**config.mk**
```make
export PLATFORM = sky130hd
export DESIGN_NAME = seg_display_arbiter_flat
export DESIGN_NICKNAME = d
export VERILOG_FILES = /design/src/rtl/seg_pkg.sv /design/src/rtl/seg_display_arbiter_if.sv /design/src/rtl/seg_scan_timer.sv /design/src/rtl/seg_display_arbiter.sv /design/src/flat_wrapper.sv
export SDC_FILE = /design/constraint.sdc
export NUM_CORES = 1
export LEC_CHECK = 0
export ABC_AREA = 1
export BUFFER_PORTS_ARGS = -buffer_cell sky130_fd_sc_hd__buf_2
export CAP_MARGIN = 20
export CORE_AREA = 10 10 143 145
export DETAILED_ROUTE_END_ITERATION = 10
export DIE_AREA = 0 0 153 155
export HOLD_SLACK_MARGIN = 0.02
export PLACE_DENSITY = 0.79
export SYNTH_ARGS = -nofsm -noshare
export SYNTH_HDL_FRONTEND = slang
export SYNTH_SLANG_ARGS = --single-unit
```
**constraint.sdc**
```tcl
create_clock -name clock -period 3 [get_ports clock]
set_input_delay 0.6 -clock clock [delete_from_list [all_inputs] [get_ports clock]]
set_output_delay 0.6 -clock clock [all_outputs]
set_load 0.1 [all_outputs]
```
**src/rtl/seg_pkg.sv**
```systemverilog
// Shared definitions for the 8-digit display arbiter: constants, FSM states,
// and digit/anode lookup helpers.
package seg_pkg;

    localparam int         NUM_DIGITS = 8;
    localparam logic [7:0] SEG_BLANK  = 8'hFF;
    localparam logic [7:0] ANODE_OFF  = 8'hFF;

    typedef enum logic [1:0] {
        SHOW0 = 2'd0,
        PEND1 = 2'd1,
        SHOW1 = 2'd2
    } arb_state_t;

    // Digit 0 drives the MSB anode low, digit 7 the LSB.
    function automatic logic [7:0] anode_sel(input logic [2:0] digit);
        return ~(8'h80 >> digit);
    endfunction

    // Digit 0 lives in the top byte of the 64-bit pattern.
    function automatic logic [7:0] digit_byte(input logic [63:0] pattern,
                                              input logic [2:0]  digit);
        return pattern[63 - 8 * int'(digit) -: 8];
    endfunction

endpackage

```
**src/rtl/seg_display_arbiter_if.sv**
```systemverilog
// Requester-side bus of the display arbiter: live banner pattern plus the
// event-message request/ack handshake.
interface seg_display_arbiter_if;

    logic [63:0] src0_data;
    logic        src1_valid;
    logic [63:0] src1_data;
    logic        src1_ack;

    modport master (
        output src0_data,
        output src1_valid,
        output src1_data,
        input  src1_ack
    );

    modport slave (
        input  src0_data,
        input  src1_valid,
        input  src1_data,
        output src1_ack
    );

endinterface

```
**src/rtl/seg_scan_timer.sv**
```systemverilog
// Digit-slot timebase: slot counter, digit index, anti-ghost blanking window
// and the frame boundary strobe.
module seg_scan_timer #(
    parameter int SCAN_DIV     = 100000,
    parameter int BLANK_CYCLES = 100
) (
    input  logic       clock,
    input  logic       sys_rst_n,
    output logic [2:0] digit,
    output logic       blank,
    output logic       frame_start
);

    localparam int              CNT_W     = $clog2(SCAN_DIV);
    localparam logic [CNT_W-1:0] CNT_LAST  = CNT_W'(SCAN_DIV - 1);
    localparam logic [CNT_W-1:0] CNT_BLANK = CNT_W'(BLANK_CYCLES);

    logic [CNT_W-1:0] cnt;

    always_ff @(posedge clock or negedge sys_rst_n) begin
        if (!sys_rst_n) begin
            cnt   <= '0;
            digit <= 3'd0;
        end else if (cnt == CNT_LAST) begin
            cnt   <= '0;
            digit <= digit + 3'd1;
        end else begin
            cnt   <= cnt + CNT_W'(1);
        end
    end

    assign blank       = (cnt < CNT_BLANK);
    assign frame_start = (cnt == '0) && (digit == 3'd0);

endmodule

```
**src/rtl/seg_display_arbiter.sv**
```systemverilog
// Two-source 7-segment display arbiter: banner by default, event messages
// take over for a fixed number of whole frames, ownership moves on frame edges.
module seg_display_arbiter
    import seg_pkg::*;
#(
    parameter int SCAN_DIV     = 100000,
    parameter int BLANK_CYCLES = 100,
    parameter int HOLD_FRAMES  = 250
) (
    input  logic                  clock,
    input  logic                  sys_rst_n,
    seg_display_arbiter_if.slave  req,
    output logic [7:0]            control,
    output logic [7:0]            cube_data,
    output logic                  owner,
    output logic                  busy
);

    localparam int               HOLD_W    = $clog2(HOLD_FRAMES + 1);
    localparam logic [HOLD_W-1:0] HOLD_LOAD = HOLD_W'(HOLD_FRAMES);

    logic [2:0]        digit;
    logic              blank;
    logic              frame_start;

    arb_state_t        state;
    arb_state_t        state_nxt;
    logic [63:0]       latch_buf;
    logic [63:0]       disp_buf;
    logic              pend_new;
    logic [HOLD_W-1:0] hold;
    logic              ack_q;

    logic              accept;
    logic              expire;
    logic              load_disp;
    logic [7:0]        src_byte;

    seg_scan_timer #(
        .SCAN_DIV     (SCAN_DIV),
        .BLANK_CYCLES (BLANK_CYCLES)
    ) u_timer (
        .clock       (clock),
        .sys_rst_n   (sys_rst_n),
        .digit       (digit),
        .blank       (blank),
        .frame_start (frame_start)
    );

    always_ff @(posedge clock or negedge sys_rst_n) begin
        if (!sys_rst_n) state <= SHOW0;
        else            state <= state_nxt;
    end

    // Expiry beats a same-cycle request; the ack register keeps acks one cycle apart.
    always_comb begin
        state_nxt = state;
        load_disp = 1'b0;
        expire    = (state == SHOW1) && frame_start && !pend_new && (hold == HOLD_W'(1));
        accept    = req.src1_valid && !ack_q && !expire;
        case (state)
            SHOW0: if (accept) state_nxt = PEND1;
            PEND1: begin
                if (frame_start && !accept) begin
                    state_nxt = SHOW1;
                    load_disp = 1'b1;
                end
            end
            SHOW1: begin
                if (expire)                      state_nxt = SHOW0;
                else if (frame_start && pend_new) load_disp = 1'b1;
            end
            default: state_nxt = SHOW0;
        endcase
    end

    always_ff @(posedge clock or negedge sys_rst_n) begin
        if (!sys_rst_n) begin
            latch_buf <= '1;
            disp_buf  <= '1;
            pend_new  <= 1'b0;
            hold      <= '0;
            ack_q     <= 1'b0;
        end else begin
            ack_q <= accept;
            if (accept) latch_buf <= req.src1_data;
            if (load_disp) begin
                disp_buf <= latch_buf;
                hold     <= HOLD_LOAD;
            end else if ((state == SHOW1) && frame_start) begin
                hold <= hold - HOLD_W'(1);
            end
            // A message accepted while showing waits here until the next frame edge.
            if ((state == SHOW1) && accept) pend_new <= 1'b1;
            else if (load_disp || (state != SHOW1)) pend_new <= 1'b0;
        end
    end

    assign src_byte = digit_byte((state == SHOW1) ? disp_buf : req.src0_data, digit);

    always_ff @(posedge clock or negedge sys_rst_n) begin
        if (!sys_rst_n) begin
            control   <= ANODE_OFF;
            cube_data <= SEG_BLANK;
        end else if (blank) begin
            control   <= ANODE_OFF;
            cube_data <= SEG_BLANK;
        end else begin
            control   <= anode_sel(digit);
            cube_data <= src_byte;
        end
    end

    assign owner        = (state == SHOW1);
    assign busy         = (state != SHOW0);
    assign req.src1_ack = ack_q;

endmodule

```
**src/flat_wrapper.sv**
```systemverilog
// flat-port wrapper written by rule: the top's interface ports become plain ports
module seg_display_arbiter_flat import seg_pkg::*;
#(
    parameter int SCAN_DIV     = 100000,
    parameter int BLANK_CYCLES = 100,
    parameter int HOLD_FRAMES  = 250
)
  (clock, sys_rst_n, control, cube_data, owner, busy, req_src0_data, req_src1_valid, req_src1_data, req_src1_ack);
  seg_display_arbiter_if req_i ();
  input  logic clock;
  input  logic sys_rst_n;
  output logic [7:0] control;
  output logic [7:0] cube_data;
  output logic owner;
  output logic busy;
  input wire logic [$bits(req_i.src0_data)-1:0] req_src0_data;
  input wire logic [$bits(req_i.src1_valid)-1:0] req_src1_valid;
  input wire logic [$bits(req_i.src1_data)-1:0] req_src1_data;
  output wire logic [$bits(req_i.src1_ack)-1:0] req_src1_ack;
  assign req_i.src0_data = req_src0_data;
  assign req_i.src1_valid = req_src1_valid;
  assign req_i.src1_data = req_src1_data;
  assign req_src1_ack = req_i.src1_ack;
  seg_display_arbiter #(.SCAN_DIV(SCAN_DIV), .BLANK_CYCLES(BLANK_CYCLES), .HOLD_FRAMES(HOLD_FRAMES)) u_core (.clock(clock), .sys_rst_n(sys_rst_n), .req(req_i), .control(control), .cube_data(cube_data), .owner(owner), .busy(busy));
endmodule
```
---- Word level (Yosys, flattened, before mapping) ----
Index checks and enable logic that the tools add are counted.
word-level totals
  flip-flop bits (word level) ............. 176
  bits of input ports ..................... 131
operators by class
  $add $sub $neg .......................... 4
  magnitude comparators ................... 1
  equality and inequality tests ........... 8
  shift operators ......................... 2
  mux-type cells .......................... 16
  bitwise gates (word level) .............. 1
  reductions and logical operators ........ 21
operators by type and width
  operator                                                                        count
  71-bit by 32-bit variable part select with 8-bit output                         1
  64-bit 2-to-1 mux                                                               1
  8-bit 2-to-1 mux                                                                4
  17-bit by 1-bit adder with 17-bit output (second input constant)                1
  17-bit == test (second input constant)                                          1
  17-bit zero test                                                                1
  17-bit by 7-bit less-than comparator with 1-bit output (second input constant)  1
  17-bit 2-to-1 mux                                                               1
  1-bit logical AND                                                               9
  8-bit by 1-bit == test with 1-bit output (second input constant)                1
  8-bit NOT                                                                       1
  8-bit by 3-bit >> shifter with 8-bit output (first input constant)              1
  8-bit by 1-bit subtractor with 8-bit output (second input constant)             1
  6-bit by 6-bit subtractor with 7-bit output (first input constant)              1
  2-bit 2-to-1 mux                                                                3
  2-bit by 1-bit inequality test with 1-bit output (second input constant)        3
  2-bit one-hot mux with 3 select lines                                           1
  2-bit nonzero test                                                              3
  1-bit 2-to-1 mux                                                                5
  1-bit zero test                                                                 4
  3-bit by 1-bit adder with 3-bit output (second input constant)                  1
  3-bit zero test                                                                 1
  3-bit AND reduction                                                             1
  2-bit by 1-bit == test with 1-bit output (second input constant)                1
  other kinds (5)                                                                 5

---- Depth between registers and ports, before layout ----
Gate-level depths: netlist of the first run.
  depth in word-level cells ............... 14
  depth in mapped cells ................... 18
  gate-level depth less buffers ........... 14

---- Hierarchy ----
A second synthesis of the first run with hierarchy kept.
unflattened totals
  cell total of the unflattened synthesis .. 974
  area total of the unflattened synthesis .. 8319.2 µm²
by module, submodules not included
  module               times used  cells each  area each (µm²)  seq. area each (µm²)
  seg_display_arbiter  1           802         7115.6           4083.9
  seg_scan_timer       1           172         1203.7           500.5

---- Worst setup path after synthesis of the first run ----
OpenSTA, ideal clock, no wires.
  path kind ............................... flip-flop to flip-flop
  start point ............................. register u_core.state[0]
  end point ............................... register u_core.cube_data[5]
  library setup time ...................... 0.090 ns
  arrival ................................. 2.528 ns
  data required time ...................... 2.910 ns
  setup slack ............................. 0.381 ns
  cell stages (with the launch flop) ...... 11
  path buffers ............................ 3
  period minus slack after synthesis ...... 2.619 ns
  cells stage by stage .................... dfrtp_1 -> inv_1 -> ha_1 -> clkbuf_1 -> buf_2 -> buf_1 -> nand2_1 -> o211ai_1 -> nand3_1 -> nand3_1 -> nand3_1
between the ends
  longest elaborated chain between the ends .. 4
RTL lines
  what                                                     RTL line                    RTL
  start, declared                                          seg_display_arbiter.sv:26   arb_state_t state;
  start signal, assigned                                   seg_display_arbiter.sv:52   else state <= state_nxt;
  2-bit == test                                            --
  net owner                                                flat_wrapper.sv:14          output logic owner;
  64-bit 2-to-1 mux                                        seg_display_arbiter.sv:99   assign src_byte = digit_byte((state == SHOW1) ? disp_buf : req.src0_data, digit);
  71-bit by 32-bit variable part select with 8-bit output  seg_pkg.sv:23               return pattern[63 - 8 * int'(digit) -: 8];
  8-bit 2-to-1 mux                                         seg_display_arbiter.sv:105  end else if (blank) begin
  end signal, assigned                                     seg_display_arbiter.sv:110  cube_data <= src_byte;
  end, declared                                            seg_display_arbiter.sv:14   output logic [7:0] cube_data,
The timed path passes the listed nets, and every way through them passes these cells.
A chain may end at the register's enable or synchronous reset.

---- Worst setup path in the final report of the first run ----
  start point ............................. register u_core.u_timer.digit[0]
  end point ............................... register u_core.disp_buf[4]
between the ends
  longest elaborated chain between the ends .. 11
RTL lines
  what                                       RTL line                   RTL
  start, declared                            seg_scan_timer.sv:9        output logic [2:0] digit,
  start signal, assigned                     seg_scan_timer.sv:26       digit <= digit + 3'd1;
  3-bit zero test (*)                        seg_scan_timer.sv:33       assign frame_start = (cnt == '0) && (digit == 3'd0);
  1-bit logical AND (*)                      seg_scan_timer.sv:33
  1-bit logical AND (3 in series)            seg_display_arbiter.sv:59  expire = (state == SHOW1) && frame_start && !pend_new && (hold == HOLD_W'(1));
  1-bit zero test                            seg_display_arbiter.sv:60  accept = req.src1_valid && !ack_q && !expire;
  1-bit logical AND                          seg_display_arbiter.sv:60
  1-bit zero test                            seg_display_arbiter.sv:64  if (frame_start && !accept) begin
  1-bit logical AND                          seg_display_arbiter.sv:64
  1-bit 2-to-1 mux                           seg_display_arbiter.sv:64
  1-bit one-hot mux with 2 select lines (*)  seg_display_arbiter.sv:61  case (state)
  end signal, assigned                       seg_display_arbiter.sv:88  disp_buf <= latch_buf;
  end, declared                              seg_display_arbiter.sv:29  logic [63:0] disp_buf;
Mark *: on every way between the ends. The rest lies on a longest branch, timed or not.

==> metrics.csv, run 1 <==
metric,value,unit
unrepaired setup endpoints after global routing,no,
Max IR drop VDD,0.3648,mV
Post-Synthesis Cells,1016,
reg2reg end,u_core.disp_buf[4],
Num CTS Buffers,17,
DIE HEIGHT,155,um
Yosys top cell area share,43.95,%
CP arrival,2.85,ns
largest net degree at the start of global routing,130,
Worst setup SP type,flop,
H-tree depth,4,
# diodes,0,
starting density of the core,48.76,%
vias per inst,5.144,
drt drc,0,
post-CTS setup buffers,0,
fin crit share,83.08,%
final setup violation count,0,
Final Hold Viols,0,
placed instance count,1356,
die area,23720,um^2
post-CTS resize count,0,
"most common cell after layout, fill and taps aside",nand2_1,
leakage power,4.909,nW
Clock Tree Root,clkbuf_16,
most frequent cells in the layout,"330 x nand2_1, 148 x buf_2, 144 x dfstp_2",
status,"complete, no violations",
Core Rows,49,
CP startpoint,u_core.u_timer.digit[0],
Detailed Place HPWL,16680,um
YS warnings,0,
Synth Area per Inst,8.474,um^2
Slew headroom,53.03,%
"Hold-fix buffers, CTS",0,
fraction of layout cells with a size suffix above 1,32.15,%
post-synthesis cell area,8610,um^2
via count of the first global-routing pass,7017,
post-synth top area cell,dfstp_2,
R2R depth,15,
Wirelength per Cell,16.49,um
critical-path maximum fanout,26,
Max Cap Viol,0,
"Data required, critical path",3.36,ns
core area,17660,um^2
Die Wd,153,um
synth unique cells,39,
CTS tree,built,
Layout area overhead,17.31,%
drt pass-1 iters,5,
fin util,57.20,%
top post-synthesis cells by area,"dfstp_2 44%, nand2_1 14%, dfrtp_1 9.3%, inv_1 4.4%, nand3_1 3.9%",
fmax,401.2,MHz
Power Density,575.8,nW/um^2
worst skew pair latency,0.43,ns
Layout Cells excl Fill,1386,
Least-Margin Pin Slew,0.7045,ns
worst min-delay path class,primary input to async pin,
first-pass GRT wire length,36600,um
CTS Buffer Depth,2,
io pins,150,
critical path endpoint category,flop,
register-to-register setup slack,0.51,ns
minimum clock period,2.493,ns
Clock Sinks,176,
Via Count,7129,
Post-Route WL,22860,um
clk slew on worst S/H paths,0.06,ns
Port Buffers,149,
Final nets,1292,
RePlAce Congestion,0.9146,
Total GRT Usage,19.01,%
syn_nets,1162,
setup TNS,0,ns
Layout Skew,0.01339,ns
# fillers,1590,
sequential fraction of the synthesis area,53.25,%
Critical R2R Launch,u_core.u_timer.digit[0],
Setup CP Type,flop to flop,
total congestion overflow,0,
Final ANT Viol Nets,0,
crit path to,u_core.disp_buf[4],
pins over their slew limit,0,
antenna violations before repair,0,
Seq cells post-synth,176,
DR iter-0 viols,466,
==> cell usage after synthesis (all sizes together) <==
cell	count
a211oi	2
a21oi	38
a22oi	1
buf	32
clkbuf	23
clkinv	3
dfrtp	32
dfstp	144
ha	15
inv	104
nand2	343
nand3	69
nand3b	1
nand4	5
nor2	41
nor3	8
nor3b	2
nor4	1
o211ai	35
o21ai	104
o21bai	1
o22ai	1
xnor2	4
xor2	7
==> worst min-delay path by stage <==
stage,cells past startpoint,endpoint,from
detailed placement,2,u_core.disp_buf[0],u_core.latch_buf[0]
global placement,2,u_core.disp_buf[0],u_core.latch_buf[0]
global route,1,u_core.u_timer.digit[0],sys_rst_n
finish,1,u_core.u_timer.digit[0],sys_rst_n
CTS,1,u_core.u_timer.digit[0],sys_rst_n
floorplan,0,u_core.hold[0],sys_rst_n
==> cell type report <==
type                       count  area (um^2)  area share (%)
clock buffer                  22        464.2           4.596
clock inverter                 8        128.9           1.276
inverter                     107        404.1           4.001
multi-input combinational    678         3301           32.68
sequential                   176         4586           45.40
tap                          229        286.5           2.837
timing repair buffer         166        929.6           9.205
==> layer usage <==
layer / vias up / share of wire (%) / track usage, %
met3: 32 / 5.9 / 3.722
met1: 3362 / 43 / 24.55
li1: 3494 / - / -
met2: 241 / 49 / 31.21
met5: - / 0 / 0
met4: 0 / 2.1 / 6.676
==> cells by family (layout without fill, tap and decap cells) <==
group | after synthesis | in the layout | share of synthesized area (%)
simple gates | 470 | 470 | 22.73
xor+xnor | 11 | 11 | 1.119
compound gates | 182 | 182 | 12.16
fa+ha+maj | 15 | 15 | 2.180
buf+inv | 162 | 303 | 8.560
flops | 176 | 176 | 53.25
==> state kept, by name, summed over array words and instances (netlist names) <==
register and count:
u_core.control 8, u_core.disp_buf 64, u_core.u_timer.digit 3, u_core.cube_data 8, u_core.hold 8, u_core.latch_buf 64
u_core.pend_new 1, u_core.u_timer.cnt 17, u_core.state 2, u_core.req.src1_ack 1
==> stage by stage <==
step	power [W]	hold WS (ns)	instance area (um^2)	setup slack, ns
after CTS	0.005843	0.1951	10100	0.5102
after detailed placement	0.003592	0.4538	9507	0.5482
after global routing	0.006051	0.2268	10100	0.2703
after floorplan	0.003252	0.3044	8610	0.3814
final	0.005815	0.1637	10100	0.5075
after global placement	0.003569	0.4455	9507	0.6318
==> critical path: stages, from the launching register on <==
cell and delay, ns:
dfrtp_2 0.40, inv_1 0.08, ha_1 0.18, inv_2 0.05
nor2_4 0.09, nand3_1 0.07, nor2_1 0.13, nand2_1 0.12
nor2_2 0.18, nand2_1 0.10, nand2_2 0.09, nand2_4 0.09
inv_4 0.31, buf_4 0.34, nand2_1 0.09, o21ai_1 0.10
==> report_power, final <==
| part | internal [W] | switching, W |
|---|---|---|
| Clock | 0.00135 | 0.000905 |
| Sequential | 0.00259 | 0.0000873 |
| Combinational | 0.000245 | 0.000634 |
| Total | 0.00419 | 0.00163 |
Power figures use the tool's default switching activity.
==> run 2, diff against run 1 <==
==> constraint.sdc (replaced) <==
create_clock -name clock -period 2.4 [get_ports clock]
set_input_delay 0.48 -clock clock [delete_from_list [all_inputs] [get_ports clock]]
set_output_delay 0.48 -clock clock [all_outputs]
set_load 0.1 [all_outputs]
==> metrics.csv, run 2 (same netlist as run 1, synthesis figures left out) <==
metric,value,unit,change
status,"complete, no violations",,unchanged
register share of total power,46.8,%,was 46.1%
io pins,150,,unchanged
die area,23720,um^2,unchanged
RePlAce Congestion,0.9143,,was 0.9146
via count of the first global-routing pass,7263,,was 7017
Total GRT Usage,19.14,%,was 19.01%
Core Rows,49,,unchanged
drt pass-1 iters,5,,unchanged
placed instance count,1360,,was 1356
Final ANT Viol Nets,0,,unchanged
minimum clock period,2.250,ns,
largest net degree at the start of global routing,68,,was 130
fmax,444.4,MHz,
clock share of power,37.6,%,was 38.8%
Post-Route WL,23310,um,was 22860 um
Wirelength per Cell,16.71,um,was 16.49 um
Worst setup SP type,flop,,unchanged
CTS tree,built,,unchanged
leakage power,4.969,nW,was 4.909 nW
Num CTS Buffers,17,,unchanged
Max Cap Viol,0,,unchanged
unrepaired setup endpoints after global routing,no,,unchanged
core area,17660,um^2,unchanged
Setup CP Type,flop to primary output,,was flop to flop
setup TNS,0,ns,unchanged
drt drc,0,,unchanged
Clock Sinks,176,,unchanged
Die Wd,153,um,unchanged
fraction of layout cells with a size suffix above 1,32.85,%,was 32.15%
Final Hold Viols,0,,unchanged
post-CTS setup buffers,0,,unchanged
Final nets,1299,,was 1292
hold slack,0.2370,ns,was 0.1637 ns
starting density of the core,48.76,%,unchanged
Detailed Place HPWL,16490,um,was 16680 um
critical path endpoint category,primary output,,was flop
Max IR drop VDD,0.4508,mV,was 0.3648 mV
clk slew on worst S/H paths,0.07,ns,was 0.06 ns
"most common cell after layout, fill and taps aside",nand2_1,,unchanged
Layout Skew,0.01329,ns,was 0.01339 ns
CP arrival,1.77,ns,was 2.85 ns
fin crit share,93.76,%,
Net Sw Frac,28.71,%,was 27.96%
Power Density,697.7,nW/um^2,was 575.8 nW/um^2
Clock Tree Root,clkbuf_16,,unchanged
Port Buffers,149,,unchanged
Layout Cells excl Fill,1395,,was 1386
Comb pwr share,15.6,%,was 15.1%
vias per inst,5.146,,was 5.144
"Data required, critical path",1.92,ns,was 3.36 ns
# diodes,0,,unchanged
pins over their slew limit,0,,unchanged
worst skew pair latency,0.43,ns,about the same
Slew headroom,51.94,%,was 53.03%
switching pwr,0.002053,W,was 0.001626 W
DR iter-0 viols,592,,was 466
total congestion overflow,0,,unchanged
antenna violations before repair,0,,unchanged
CTS Buffer Depth,2,,unchanged
critical-path maximum fanout,39,,was 26
Least-Margin Pin Slew,0.7209,ns,was 0.7045 ns
Layout area overhead,19.01,%,was 17.31%
Tot Pwr,0.007148,W,was 0.005815 W
Top Registers,"u_core.disp_buf (64), u_core.latch_buf (64), u_core.u_timer.cnt (17)",,unchanged
final setup violation count,0,,unchanged
Int Power,0.005096,W,was 0.004189 W
H-tree depth,4,,unchanged
DIE HEIGHT,155,um,unchanged
Via Count,7178,,was 7129
most frequent cells in the layout,"330 x nand2_1, 147 x buf_2, 144 x dfstp_2",,"was 330 x nand2_1, 148 x buf_2, 144 x dfstp_2"
worst min-delay path class,primary input to flop,,was primary input to async pin
first-pass GRT wire length,36740,um,was 36600 um
run 2: cell count changes in the layout (fill, tap and decap cells not counted), sizes merged:
cell | previous run | this run
buf | 166 | 170
clkbuf | 22 | 24
clkinv | 4 | 8
clkinvlp | 0 | 1
bufinv | 3 | 1
run 2: worst max-delay path, cell delays in order, from the launching register on:
cell and delay (ns):
dfrtp_1 0.42, inv_1 0.16, ha_4 0.19, buf_4 0.34, buf_12 0.23
run 2: metrics by stage:
stage | utilization, % | worst slack (ns) | instance area, um^2
4_1_cts | 57.43 | 0.1361 | 10140
3_5_place_dp | 54.17 | 0.2388 | 9564
2_1_floorplan | - | 0.07213 | 8615
3_3_place_gp | 54.17 | 0.3261 | 9564
6_report | 58.03 | 0.1498 | 10250
5_1_grt | 58.03 | 0.004884 | 10250
run 2: per-layer routing:
| metal | routed length [um] | track usage [%] |
|---|---|---|
| met1 | 10020 | 24.47 |
| met2 | 11110 | 30.42 |
| met5 | 0 | 0 |
| met3 | 1542 | 4.301 |
| met4 | 643 | 8.629 |
run 2: worst paths after layout:
kind,startpoint,endpoint,slack [ns],cells after the start
max,u_core.state[0],owner,0.15,4
min,req_src1_data[25],u_core.latch_buf[25],0.24,3
max reg2reg,u_core.u_timer.digit[0],u_core.latch_buf[61],0.25,12
min reg2reg,u_core.latch_buf[0],u_core.disp_buf[0],0.46,2
max in group asynchronous,sys_rst_n,u_core.latch_buf[5],1.66,2
min in group asynchronous,sys_rst_n,u_core.latch_buf[40],0.28,1
run 2: power groups by stage:
stage / combinational (W) / clock [W] / sequential [W]
after floorplan: 0.000705 / 0 / 0.00336
after global placement: 0.00109 / 0 / 0.00339
after detailed placement: 0.00111 / 0 / 0.00339
after CTS: 0.00111 / 0.00274 / 0.00335
after global routing: 0.00125 / 0.00288 / 0.00336
final: 0.00111 / 0.00269 / 0.00335
run 2: final cells by class:
cell class / count / area (um^2)
Inverter: 107 / 406.6
Sequential cell: 176 / 4586
Multi-Input combinational cell: 678 / 3306
Fill cell: 1556 / 7411
Timing Repair Buffer: 173 / 1086
Clock inverter: 11 / 105.1
Clock buffer: 21 / 470.5
Tap cell: 229 / 286.5
run 2: timing repair:
item	CTS	global route
gates resized for setup	0	8
hold buffers	0	0
endpoints found under the setup margin	0	44
==> run 3, diff against run 2 <==
--- a/config.mk
+++ b/config.mk
@@ -5,14 +5,15 @@
 export SDC_FILE = /design/constraint.sdc
 export NUM_CORES = 1
 export LEC_CHECK = 0
-export ABC_AREA = 1
+export ABC_AREA = 0
 export BUFFER_PORTS_ARGS = -buffer_cell sky130_fd_sc_hd__buf_2
 export CAP_MARGIN = 20
-export CORE_AREA = 10 10 143 145
+export CORE_AREA = 10 10 140 142
 export DETAILED_ROUTE_END_ITERATION = 10
-export DIE_AREA = 0 0 153 155
+export DIE_AREA = 0 0 150 152
 export HOLD_SLACK_MARGIN = 0.02
-export PLACE_DENSITY = 0.79
+export PLACE_DENSITY = 0.8
+export SLEW_MARGIN = 20
 export SYNTH_ARGS = -nofsm -noshare
 export SYNTH_HDL_FRONTEND = slang
 export SYNTH_SLANG_ARGS = --single-unit
==> metrics.csv, run 3 <==
metric,value,unit,change
status,"complete, but fails checks",,"was complete, no violations"
failing checks,setup timing,,
most frequent cells in the layout,"147 x buf_2, 144 x dfstp_2, 90 x mux2_2",,"was 330 x nand2_1, 147 x buf_2, 144 x dfstp_2"
DR iter-0 viols,387,,was 592
"count leader, synth",dfstp_2,,was nand2_1
Yosys top cell area share,45.48,%,was 43.95%
cell mode on critical path,or3_4,,
Die Wd,150,um,was 153 um
Total GRT Usage,18.40,%,was 19.14%
DR top layer,met4,,unchanged
first-pass GRT wire length,32890,um,was 36740 um
io pins,150,,unchanged
Port Buffers,149,,unchanged
Synth Area per Inst,15.29,um^2,was 8.474 um^2
sequential fraction of the synthesis area,55.11,%,was 53.25%
metal2 WL,10850,um,was 11110 um
pins over their slew limit,0,,unchanged
DIE HEIGHT,152,um,was 155 um
Setup CP Type,flop to flop,,was flop to primary output
Final ANT Viol Nets,0,,unchanged
M1 WL,8059,um,was 10020 um
core area,16940,um^2,was 17660 um^2
Wirelength per Cell,21.56,um,was 16.71 um
Slew headroom,62.49,%,was 51.94%
via count of the first global-routing pass,6094,,was 7263
Layout Skew,0.01333,ns,was 0.01329 ns
Max IR drop VDD,0.5793,mV,was 0.4508 mV
fraction of layout cells with a size suffix above 1,75.54,%,was 32.85%
fmax,405.1,MHz,was 444.4 MHz
Final Hold Viols,0,,unchanged
fin util,61.13,%,was 58.03%
synth unique cells,45,,was 39
worst skew pair latency,0.43,ns,about the same
Layout area overhead,24.44,%,was 19.01%
worst min-delay path class,primary input to flop,,unchanged
leakage power,4.457,nW,was 4.969 nW
post-synthesis compound-gate area fraction,2.482,%,was 12.16%
Top Registers,"u_core.disp_buf (64), u_core.latch_buf (64), u_core.u_timer.cnt (17)",,unchanged
Place WS,-0.08332,ns,was 0.2388 ns
main combinational cell family by area after synthesis,multiplexers,,was simple AND/OR/NAND/NOR gates
Final nets,870,,was 1299
mux cell area share after synthesis,30.35,%,was 0%
post-synthesis cell area,8319,um^2,was 8610 um^2
critical path endpoint category,flop,,was primary output
"EDFF count, synth",0,,unchanged
H-tree depth,4,,unchanged
Synth Area in Simple Gates,6.061,%,was 22.73%
Detailed Place HPWL,15300,um,was 16490 um
Synth Area in XOR/XNOR,1.474,%,was 1.119%
Clock Sinks,176,,unchanged
Least-Margin Pin Slew,0.5576,ns,was 0.7209 ns
asr flop ratio synth,100.0,%,unchanged
minimum clock period,2.468,ns,was 2.250 ns
die area,22800,um^2,was 23720 um^2
DR WL met3,1299,um,was 1542 um
drt drc,0,,unchanged
Core Rows,48,,was 49
Most used DFF post-synth,dfstp_2,,unchanged
top post-synthesis cells by area,"dfstp_2 45%, mux2_2 12%, mux4_2 11%, dfrtp_1 9.6%, mux2_4 7.2%",,"was dfstp_2 44%, nand2_1 14%, dfrtp_1 9.3%, inv_1 4.4%, nand3_1 3.9%"
"Data required, critical path",2.75,ns,was 1.92 ns
CTS Buffer Depth,2,,unchanged
placed cell area,9630,um^2,was 9564 um^2
"critical path, cell by cell",or4_4 > or3_4 > or3_4 > o21a_4 > buf_12 > mux2_4,,was inv_1 > ha_4 > buf_4 > buf_12
Power Density,753.5,nW/um^2,was 697.7 nW/um^2
"most common cell after layout, fill and taps aside",buf_2,,was nand2_1
Critical Path Max Stage Delay,0.54,ns,was 0.42 ns
area share of fa/ha/maj cells after synthesis,2.256,%,was 2.180%
vias per inst,5.518,,was 5.146
syn_nets,690,,was 1162
Num CTS Buffers,17,,unchanged
fin area,10350,um^2,was 10250 um^2
total congestion overflow,0,,unchanged
Post-Route WL,20740,um,was 23310 um
fin crit share,102.9,%,was 93.76%
final setup violation count,59,,was 0
CTS tree,built,,unchanged
largest net degree at the start of global routing,60,,was 68
critical-path maximum fanout,29,,was 39
CP arrival,2.81,ns,was 1.77 ns
post-synth top area cell,dfstp_2,,unchanged
hold slack,0.2846,ns,was 0.2370 ns
starting density of the core,49.12,%,was 48.76%
antenna violations before repair,1,,was 0
YS warnings,0,,unchanged
Clock Tree Root,clkbuf_16,,unchanged
Max Cap Viol,0,,unchanged
Via Count,5308,,was 7178
clk slew on worst S/H paths,0.06,ns,was 0.07 ns
PnR worst setup slack,-0.06844,ns,was 0.1498 ns
top cells by instance count after synthesis,"144 x dfstp_2, 90 x mux2_2, 40 x mux2_4, 40 x mux4_2, 32 x dfrtp_1",,"was 330 x nand2_1, 144 x dfstp_2, 102 x inv_1"
RePlAce Congestion,0.9012,,was 0.9143
unrepaired setup endpoints after global routing,yes,,was no
drt pass-1 iters,5,,unchanged
CP max-delay cell,or4_4,,was dfrtp_1
Seq cells post-synth,176,,unchanged
Post-Synthesis Cells,544,,was 1016
Worst setup SP type,flop,,unchanged
==> run 3: per-stage QoR <==
stage	total power (W)	TNS (ns)	cells
6_report	0.007800	-2.665	962
5_1_grt	0.008123	-10.16	962
4_1_cts	0.007698	-2.097	956
3_5_place_dp	0.005048	-5.089	921
3_3_place_gp	0.004996	-2.547	921
2_1_floorplan	0.004579	-15.76	544
==> run 3: final timing paths <==
check,end,from,depth (start not counted),slack (ns)
setup / recovery,u_core.latch_buf[25],u_core.u_timer.cnt[13],6,-0.07
hold / removal,u_core.latch_buf[20],req_src1_data[20],2,0.28
setup reg to reg,u_core.latch_buf[25],u_core.u_timer.cnt[13],6,-0.07
hold reg to reg,u_core.hold[5],u_core.hold[5],1,0.53
max in group asynchronous,u_core.disp_buf[8],sys_rst_n,3,1.05
min in group asynchronous,u_core.u_timer.digit[0],sys_rst_n,2,0.58
==> run 3: layer usage <==
layer	up-vias	track usage, %
li1	2352	-
met1	2747	21.95
met2	172	31.03
met3	37	4.990
met4	0	6.667
met5	-	0
==> run 3: what timing repair did <==
action / 4_1_cts / 5_1_grt
endpoints found under the hold margin: 1 / 0
gates resized for setup: 2 / 14
setup endpoints to repair: 129 / 142
hold buffers: 1 / 0
buffers inserted: 3 / 4
cloned: 0 / 1
pin swaps: 1 / 1
==> run 3: power by group <==
group | internal (W) | switching [W] | total [W]
registers | 0.00328 | 0.000119 | 0.00340
logic | 0.000982 | 0.000835 | 0.00182
clock network | 0.00146 | 0.00113 | 0.00259
total | 0.00572 | 0.00208 | 0.00780
==> run 3: critical path: cells and delay by family (launching register included) <==
family	cells	cell delay [ns]
buffers and inverters	1	0.19
DFF	1	0.38
muxes	1	0.31
and+or+nand+nor	3	1.26
AOI/OAI and AO/OA	1	0.24
==> run 3: cell families (layout without fill, tap and decap cells) <==
family	Yosys count	in the layout
compound gates	32	32
simple gates	97	97
mux	171	171
other cells	0	1
fa+ha+maj	15	15
xor+xnor	14	14
flops	176	176
buf+inv	39	231
==> run 3: area by class of cell <==
type | count | area [um^2]
fill | 1228 | 6584
sequential | 176 | 4584
multi-input combinational | 329 | 3681
timing repair buffer | 189 | 1224
clock buffer | 23 | 457.9
tap | 225 | 281.5
clock inverter | 8 | 80.08
inverter | 11 | 41.29
antenna | 1 | 2.502
